$ cat src/rtl/imem_loader.sv
// Packs a little-endian byte stream into 32-bit words and writes them to imem.
// Define IMEM_LOADER_CSUM_EN to add a running checksum output (csum).
module imem_loader #(
    parameter int ADDR_W    = 15,
    parameter int MAX_WORDS = 32768
) (
    input  logic              clk,
    input  logic              rst,
    input  logic              start,
    input  logic [ADDR_W:0]   len_words,
    input  logic              byte_valid,
    input  logic [7:0]        byte_data,
    output logic              byte_ready,
    output logic              mem_we,
    output logic [31:0]       mem_addr,
    output logic [31:0]       mem_wdata,
    output logic              busy,
    output logic              done,
    output logic              cpu_rst_hold,
`ifdef IMEM_LOADER_CSUM_EN
    output logic [31:0]       csum,
`endif
    output logic [ADDR_W:0]   word_count
);

    typedef enum logic [1:0] {
        IDLE,
        RECV,
        WRITE,
        DONE
    } state_t;

    localparam logic [ADDR_W:0] MAX_L = (ADDR_W+1)'(MAX_WORDS);

    state_t            state_q, state_d;
    logic [ADDR_W:0]   len_q, len_d;
    logic [ADDR_W:0]   word_count_q, word_count_d;
    logic [ADDR_W-1:0] word_idx_q, word_idx_d;
    logic [1:0]        byte_idx_q, byte_idx_d;
    logic [31:0]       shift_q, shift_d;
    logic              byte_ready_q, byte_ready_d;
    logic              mem_we_q, mem_we_d;
    logic [31:0]       mem_addr_q, mem_addr_d;
    logic [31:0]       mem_wdata_q, mem_wdata_d;
    logic              busy_q, busy_d;
    logic              done_q, done_d;
    logic [ADDR_W:0]   len_clamped;
`ifdef IMEM_LOADER_CSUM_EN
    logic [31:0]       csum_q, csum_d;
`endif

    assign len_clamped = (len_words > MAX_L) ? MAX_L : len_words;

    always_comb begin
        state_d      = state_q;
        len_d        = len_q;
        word_count_d = word_count_q;
        word_idx_d   = word_idx_q;
        byte_idx_d   = byte_idx_q;
        shift_d      = shift_q;
        mem_addr_d   = mem_addr_q;
        mem_wdata_d  = mem_wdata_q;
`ifdef IMEM_LOADER_CSUM_EN
        csum_d       = csum_q;
`endif
        unique case (state_q)
            IDLE, DONE: begin
                if (start) begin
                    len_d        = len_clamped;
                    word_count_d = '0;
                    word_idx_d   = '0;
                    byte_idx_d   = '0;
                    shift_d      = '0;
`ifdef IMEM_LOADER_CSUM_EN
                    csum_d       = '0;
`endif
                    state_d      = (len_clamped == '0) ? DONE : RECV;
                end
            end
            RECV: begin
                if (byte_valid && byte_ready_q) begin
                    shift_d[{byte_idx_q, 3'b000} +: 8] = byte_data;
                    byte_idx_d = byte_idx_q + 2'd1;
                    // Word is complete: present it on the write port next cycle
                    if (byte_idx_q == 2'd3) begin
                        state_d     = WRITE;
                        mem_addr_d  = {{(30-ADDR_W){1'b0}}, word_idx_q, 2'b00};
                        mem_wdata_d = shift_d;
                    end
                end
            end
            WRITE: begin
                word_idx_d   = word_idx_q + 1'b1;
                word_count_d = word_count_q + 1'b1;
                byte_idx_d   = '0;
`ifdef IMEM_LOADER_CSUM_EN
                csum_d       = csum_q + mem_wdata_q;
`endif
                state_d      = (word_count_d == len_q) ? DONE : RECV;
            end
            default: state_d = IDLE;
        endcase
        byte_ready_d = (state_d == RECV);
        mem_we_d     = (state_d == WRITE);
        busy_d       = (state_d == RECV) || (state_d == WRITE);
        done_d       = (state_d == DONE);
    end

    always_ff @(posedge clk or posedge rst) begin
        if (rst) begin
            state_q      <= IDLE;
            len_q        <= '0;
            word_count_q <= '0;
            word_idx_q   <= '0;
            byte_idx_q   <= '0;
            shift_q      <= '0;
            byte_ready_q <= 1'b0;
            mem_we_q     <= 1'b0;
            mem_addr_q   <= '0;
            mem_wdata_q  <= '0;
            busy_q       <= 1'b0;
            done_q       <= 1'b0;
`ifdef IMEM_LOADER_CSUM_EN
            csum_q       <= '0;
`endif
        end else begin
            state_q      <= state_d;
            len_q        <= len_d;
            word_count_q <= word_count_d;
            word_idx_q   <= word_idx_d;
            byte_idx_q   <= byte_idx_d;
            shift_q      <= shift_d;
            byte_ready_q <= byte_ready_d;
            mem_we_q     <= mem_we_d;
            mem_addr_q   <= mem_addr_d;
            mem_wdata_q  <= mem_wdata_d;
            busy_q       <= busy_d;
            done_q       <= done_d;
`ifdef IMEM_LOADER_CSUM_EN
            csum_q       <= csum_d;
`endif
        end
    end

    assign byte_ready   = byte_ready_q;
    assign mem_we       = mem_we_q;
    assign mem_addr     = mem_addr_q;
    assign mem_wdata    = mem_wdata_q;
    assign busy         = busy_q;
    assign done         = done_q;
    assign cpu_rst_hold = busy_q;
    assign word_count   = word_count_q;
`ifdef IMEM_LOADER_CSUM_EN
    assign csum         = csum_q;
`endif

endmodule

$ cat config.mk
export PLATFORM = sky130hd
export DESIGN_NAME = imem_loader
export DESIGN_NICKNAME = d
export VERILOG_FILES = /design/src/rtl/imem_loader.sv
export SDC_FILE = /design/constraint.sdc
export NUM_CORES = 1
export LEC_CHECK = 0
export CORE_AREA = 2 2 152 154
export DETAILED_ROUTE_END_ITERATION = 12
export DIE_AREA = 0 0 154 156
export PLACE_DENSITY = 0.54
export SLEW_MARGIN = 20
export SYNTH_ARGS = -nofsm -noshare
export SYNTH_HDL_FRONTEND = slang
export SYNTH_SLANG_ARGS = --single-unit
$ cat constraint.sdc
create_clock -name clk -period 13.4 [get_ports clk]
set_input_delay 2.68 -clock clk [delete_from_list [all_inputs] [get_ports clk]]
set_output_delay 2.68 -clock clk [all_outputs]
set_load 0.02 [all_outputs]
* After elaboration in Yosys (flattened, before gate mapping)
Cells that the tools add are included.
** Word-level totals
- Flip-flop bits (word level) :: 134
- Input bits :: 28
- Output and inout bits :: 85
- Logic and storage cells :: 59
** Cells by class
- $add $sub $neg :: 4
- Magnitude comparators :: 1
- Equality and inequality tests :: 10
- Shift-type cells :: 2
- Muxes and demuxes :: 18
- Reductions and logical operators :: 12
** Operator list (count)
- two-way mux 32 bit :: 2
- one-hot mux 32 bit (2 select lines) :: 1
- bitwise mux 32 bit :: 1
- two-way mux 16 bit :: 2
- one-hot mux 16 bit (2 select lines) :: 1
- variable shift 8 x 7 -> 32 bit (first input constant) :: 1
- variable part select 8 x 7 -> 32 bit :: 1
- one-hot mux 15 bit (2 select lines) :: 1
- adder 16 x 1 -> 16 bit (second input constant) :: 1
- == test 16 bit :: 1
- > comparator 16 bit (second input constant) :: 1
- logical NOT 16 bit :: 1
- adder 15 x 1 -> 15 bit (second input constant) :: 1
- two-way mux 15 bit :: 1
- two-way mux 2 bit :: 7
- one-hot mux 2 bit (3 select lines) :: 2
- == test 2 bit (second input constant) :: 5
- negator 5 -> 7 bit :: 1
- AND reduction 2 bit :: 3
- AND reduction 3 bit :: 2
- == test 2 x 1 -> 1 bit (second input constant) :: 2
- inequality test 2 bit (second input constant) :: 2
- nonzero test 2 bit :: 2
- adder 2 x 1 -> 2 bit (second input constant) :: 1
- other kinds (4) :: 4

* Longest topological paths before layout
- Word-level depth :: 8
- Depth in mapped cells :: 10
- Depth with buffers taken out :: 9

* Least setup slack after synthesis
OpenSTA, ideal clock, no wires.
- Path type :: input -> register
- Start :: in start
- End :: reg shift_q[24]
- Library setup time :: 0.066 ns
- Data arrival time :: 3.857 ns
- Required time :: 13.334 ns
- Setup slack :: 9.477 ns
- Cell stages on the path :: 6
- Path buffers :: 2
- Path through :: nand2b_1 a21boi_0 clkbuf_1 and3_1 clkbuf_1 a22o_1
** Between the ends
- Cells in the longest elaborated chain, start to end :: 2
** Ends and longest elaborated chain
- from (decl) :: RTL line 9 : input logic start,
- inequality test 2 bit (no line)
- AND reduction 3 bit (no line)
- to (signal assigned) :: RTL line 132 : shift_q <= shift_d;
- to (decl) :: RTL line 40 : logic [31:0] shift_q, shift_d;
No other way between the ends.
A chain may end at the register's enable or synchronous reset.

* Worst setup path in the final report
- Start :: in start
- End :: reg word_idx_q[2]
** Between the ends
- Cells in the longest elaborated chain, start to end :: 2
** Ends and longest elaborated chain
- inequality test 2 bit (no line)
- AND reduction 2 bit (no line)
- to (signal assigned) :: RTL line 130 : word_idx_q <= word_idx_d;
- to (decl) :: RTL line 38 : logic [ADDR_W-1:0] word_idx_q, word_idx_d;
No other way between the ends.

==> results.md <==
* Status: completed
* Crit Path Class: input pin to flop
* Power Density at 168.0 mW/mm^2
* Worst hold path type: flop to flop
* CTS Sinks at 134
* Total grt overflow at 0
* Cts-stage hold buffer count at 0
* Placer Congestion at 0.7868
* RSZ-0062 raised after global routing: no
* FF-to-FF setup slack at 10.51 ns
* Max-slew violation count at 0
* Post-route clock period utilization at 33.37%
* Site Rows at 55
* Post-synthesis sequential area ratio at 50.59%
* DR WL/cell at 16.05 microns
* Reg2reg start: word_count[0]
* Initial antenna violation count at 0
* Global-route wire length before repair at 26.93 mm
* Crit-path max FO at 23
* Routed vias/inst at 4.800
* Die Wd at 154 microns
* Port bufs at 95
* H-tree levels at 4
* Min-delay src: mem_wdata[26]
* Layout cells sized above 1 at 8.065%
* Depth of the worst hold-timing path at 2
* Hold slack at 0.4750 ns
* Clock-pin slew on the worst setup and hold paths at 0.06 ns
* Post-DP HPWL at 11.32 mm
* Vias in the first global route at 4942
* Largest net degree at the start of global routing at 84
* Rel. slew slack at 32.92%
* TNS Setup at 0 ns
* Final period demand of the worst path at 4.472 ns
* Detail Route Antenna Nets at 0
* Post-Syn Instances at 652
* Nets at 772
* Post-CTS sizing at 0
* Synth warnings at 0
* Post-Route WL at 16.51 mm
* Peak supply drop at 0.00008731 V
* # DRC at 0
* Final setup viols at 0
* 1st-iter DRT viols at 236
* Maxcap violations at 0
* N_diodes at 0
* Clk Latency, worst-skew pair at 0.42 ns
* CTS max path bufs at 2
* Required @ worst endpoint at 13.66 ns
* Ys async rst share at 100.0%
* Die height at 156 microns
* IO Pins at 113
* Number of CTS-inserted buffers at 17
* CTS tree: built
* Reg2reg end: mem_we
* Die Area at 0.02402 sq mm
* End of the worst hold path: mem_wdata[26]
* Worst Setup End Kind: flop
* Most common cell after layout, fill and taps aside: dfrtp_1
* Worst Tran Pin Value at 0.9985 ns
* Commonest non-fill, non-tap cells in the layout: dfrtp_1, clkdlybuf4s50_1, nand2_1, o21ai_0, a22o_1
* Clk_skew at 0.01236 ns
* Mean post-synth cell area at 10.17 sq um
* Arr. time, crit path at 4.73 ns
* First-pass DRT Iterations at 4
* Leak Pwr at 3.597 nW
* Netlist cell types at 56
* Syn-to-layout area delta at 25.97%
* Mapped cell area at 0.006629 sq mm
* Root Buffer: clkbuf_16
* Post-CTS Setup Bufs at 0
* Core area at 0.02237 sq mm
* Post-synth EDFFs at 0
* Final hold violations at 0
* Initial Util at 29.64%
* Number of synthesized register bits at 134
* Critical Path Source Type: input pin
* GRT Total Usage at 14.22%
* Vias at 4939
* Worst reg-to-reg path cell count at 7
* Max Freq at 223.6 MHz
* Ys flop type: dfrtp_1
stage by stage:
step / setup slack, ns / instances / total power, mW / instance area (sq um) / utilization (%)
2_1_floorplan: 7.137 / 668 / 0.8064 / 6689 / -
3_3_place_gp: 8.521 / 996 / 0.9387 / 7732 / 34.57
3_5_place_dp: 8.449 / 996 / 0.9458 / 7732 / 34.57
4_1_cts: 8.908 / 1028 / 1.418 / 8323 / 37.21
5_1_grt: 8.732 / 1029 / 1.486 / 8351 / 37.34
6_report: 8.928 / 1029 / 1.403 / 8351 / 37.34
synthesized netlist by cell type (2+ instances only):
| cell | n | area share (%) |
|---|---|---|
| nand2b_1 | 10 | 0.94 |
| nor2_1 | 22 | 1.2 |
| or3_1 | 5 | 0.47 |
| buf_2 | 4 | 0.30 |
| o31a_1 | 2 | 0.26 |
| buf_4 | 21 | 2.4 |
| nand3_2 | 2 | 0.30 |
| dfrtp_1 | 134 | 51 |
| a22o_1 | 45 | 5.9 |
| nand3_1 | 8 | 0.60 |
| and2_1 | 2 | 0.19 |
| a2111o_1 | 2 | 0.34 |
| xor2_1 | 8 | 1.1 |
| a21oi_1 | 43 | 3.2 |
| o2111ai_1 | 2 | 0.26 |
| nand4_4 | 2 | 0.64 |
| xnor2_1 | 21 | 2.8 |
| o21ai_0 | 64 | 4.8 |
| clkbuf_1 | 29 | 1.6 |
| nor3b_1 | 3 | 0.34 |
| o31ai_1 | 6 | 0.68 |
| a21o_1 | 4 | 0.45 |
| nand2_1 | 74 | 4.2 |
| mux2_2 | 13 | 2.2 |
| inv_1 | 14 | 0.79 |
| nor2b_1 | 35 | 3.3 |
| ha_1 | 13 | 2.5 |
| nor4_1 | 7 | 0.66 |
| or4_1 | 2 | 0.23 |
| nor3_1 | 10 | 0.76 |
| a31oi_1 | 4 | 0.38 |
| nand4_1 | 6 | 0.57 |
| mux2i_1 | 5 | 0.76 |
| and3_1 | 8 | 0.76 |
worst max-delay path, cell delays in order:
cell and delay (ns):
clkdlybuf4s50_1 0.56, nand2_1 0.46, nor2_1 0.91, nor2_1 0.11
final cells by class:
cell class,instances,area [sq um]
Tap cell,285,356.6
Timing Repair Buffer,101,1016
Fill cell,2253,14010
Sequential cell,134,3353
Inverter,14,57.56
Clock buffer,19,442.9
Multi-Input combinational cell,463,2977
Clock inverter,13,147.6
state kept, by name, indices dropped and copies added, names as in the netlist:
signal      count
mem_wdata      32
state_q         2
word_count     16
len_q          16
mem_we          1
byte_ready      1
done            1
shift_q        32
mem_addr       15
word_idx_q     15
byte_idx_q      2
busy            1
cell families after synthesis:
| kind of cell | count (synthesis) | synth area share, % |
|---|---|---|
| muxes | 18 | 2.963 |
| adders and majority gates | 13 | 2.454 |
| AOI/OAI and AO/OA | 179 | 17.27 |
| and+or+nand+nor | 205 | 16.72 |
| xor gates and xnor gates | 31 | 4.530 |
| DFF | 134 | 50.59 |
| buffers and inverters | 71 | 5.417 |
| other | 1 | 0.05657 |
where the power goes:
part | total (mW) | switching, mW | leakage, nW | internal (mW)
Combinational | 0.403 | 0.226 | 1.49 | 0.177
Sequential | 0.532 | 0.0557 | 1.84 | 0.476
Clock | 0.467 | 0.187 | 0.264 | 0.280
Total | 1.40 | 0.469 | 3.60 | 0.933
routing by layer:
metal / vias to the layer above / global-route usage, % / part of all wire [%]
li1: 2437 / - / -
met1: 2383 / 19.46 / 49
met2: 103 / 22.57 / 46
met3: 16 / 3.361 / 3.9
met4: 0 / 3.961 / 1.3
met5: - / 0 / 0
worst max-delay path by stage:
stage | start | endpoint | slack [ns] | cells past startpoint
5_1_grt | start | word_idx_q[11] | 8.73 | 4
4_1_cts | start | word_idx_q[2] | 8.91 | 4
3_3_place_gp | start | word_idx_q[12] | 8.52 | 4
2_1_floorplan | rst | busy | 7.14 | 1
3_5_place_dp | start | word_idx_q[10] | 8.45 | 4
6_report | start | word_idx_q[2] | 8.93 | 4
Note: power is estimated with default switching activity, not from simulation.
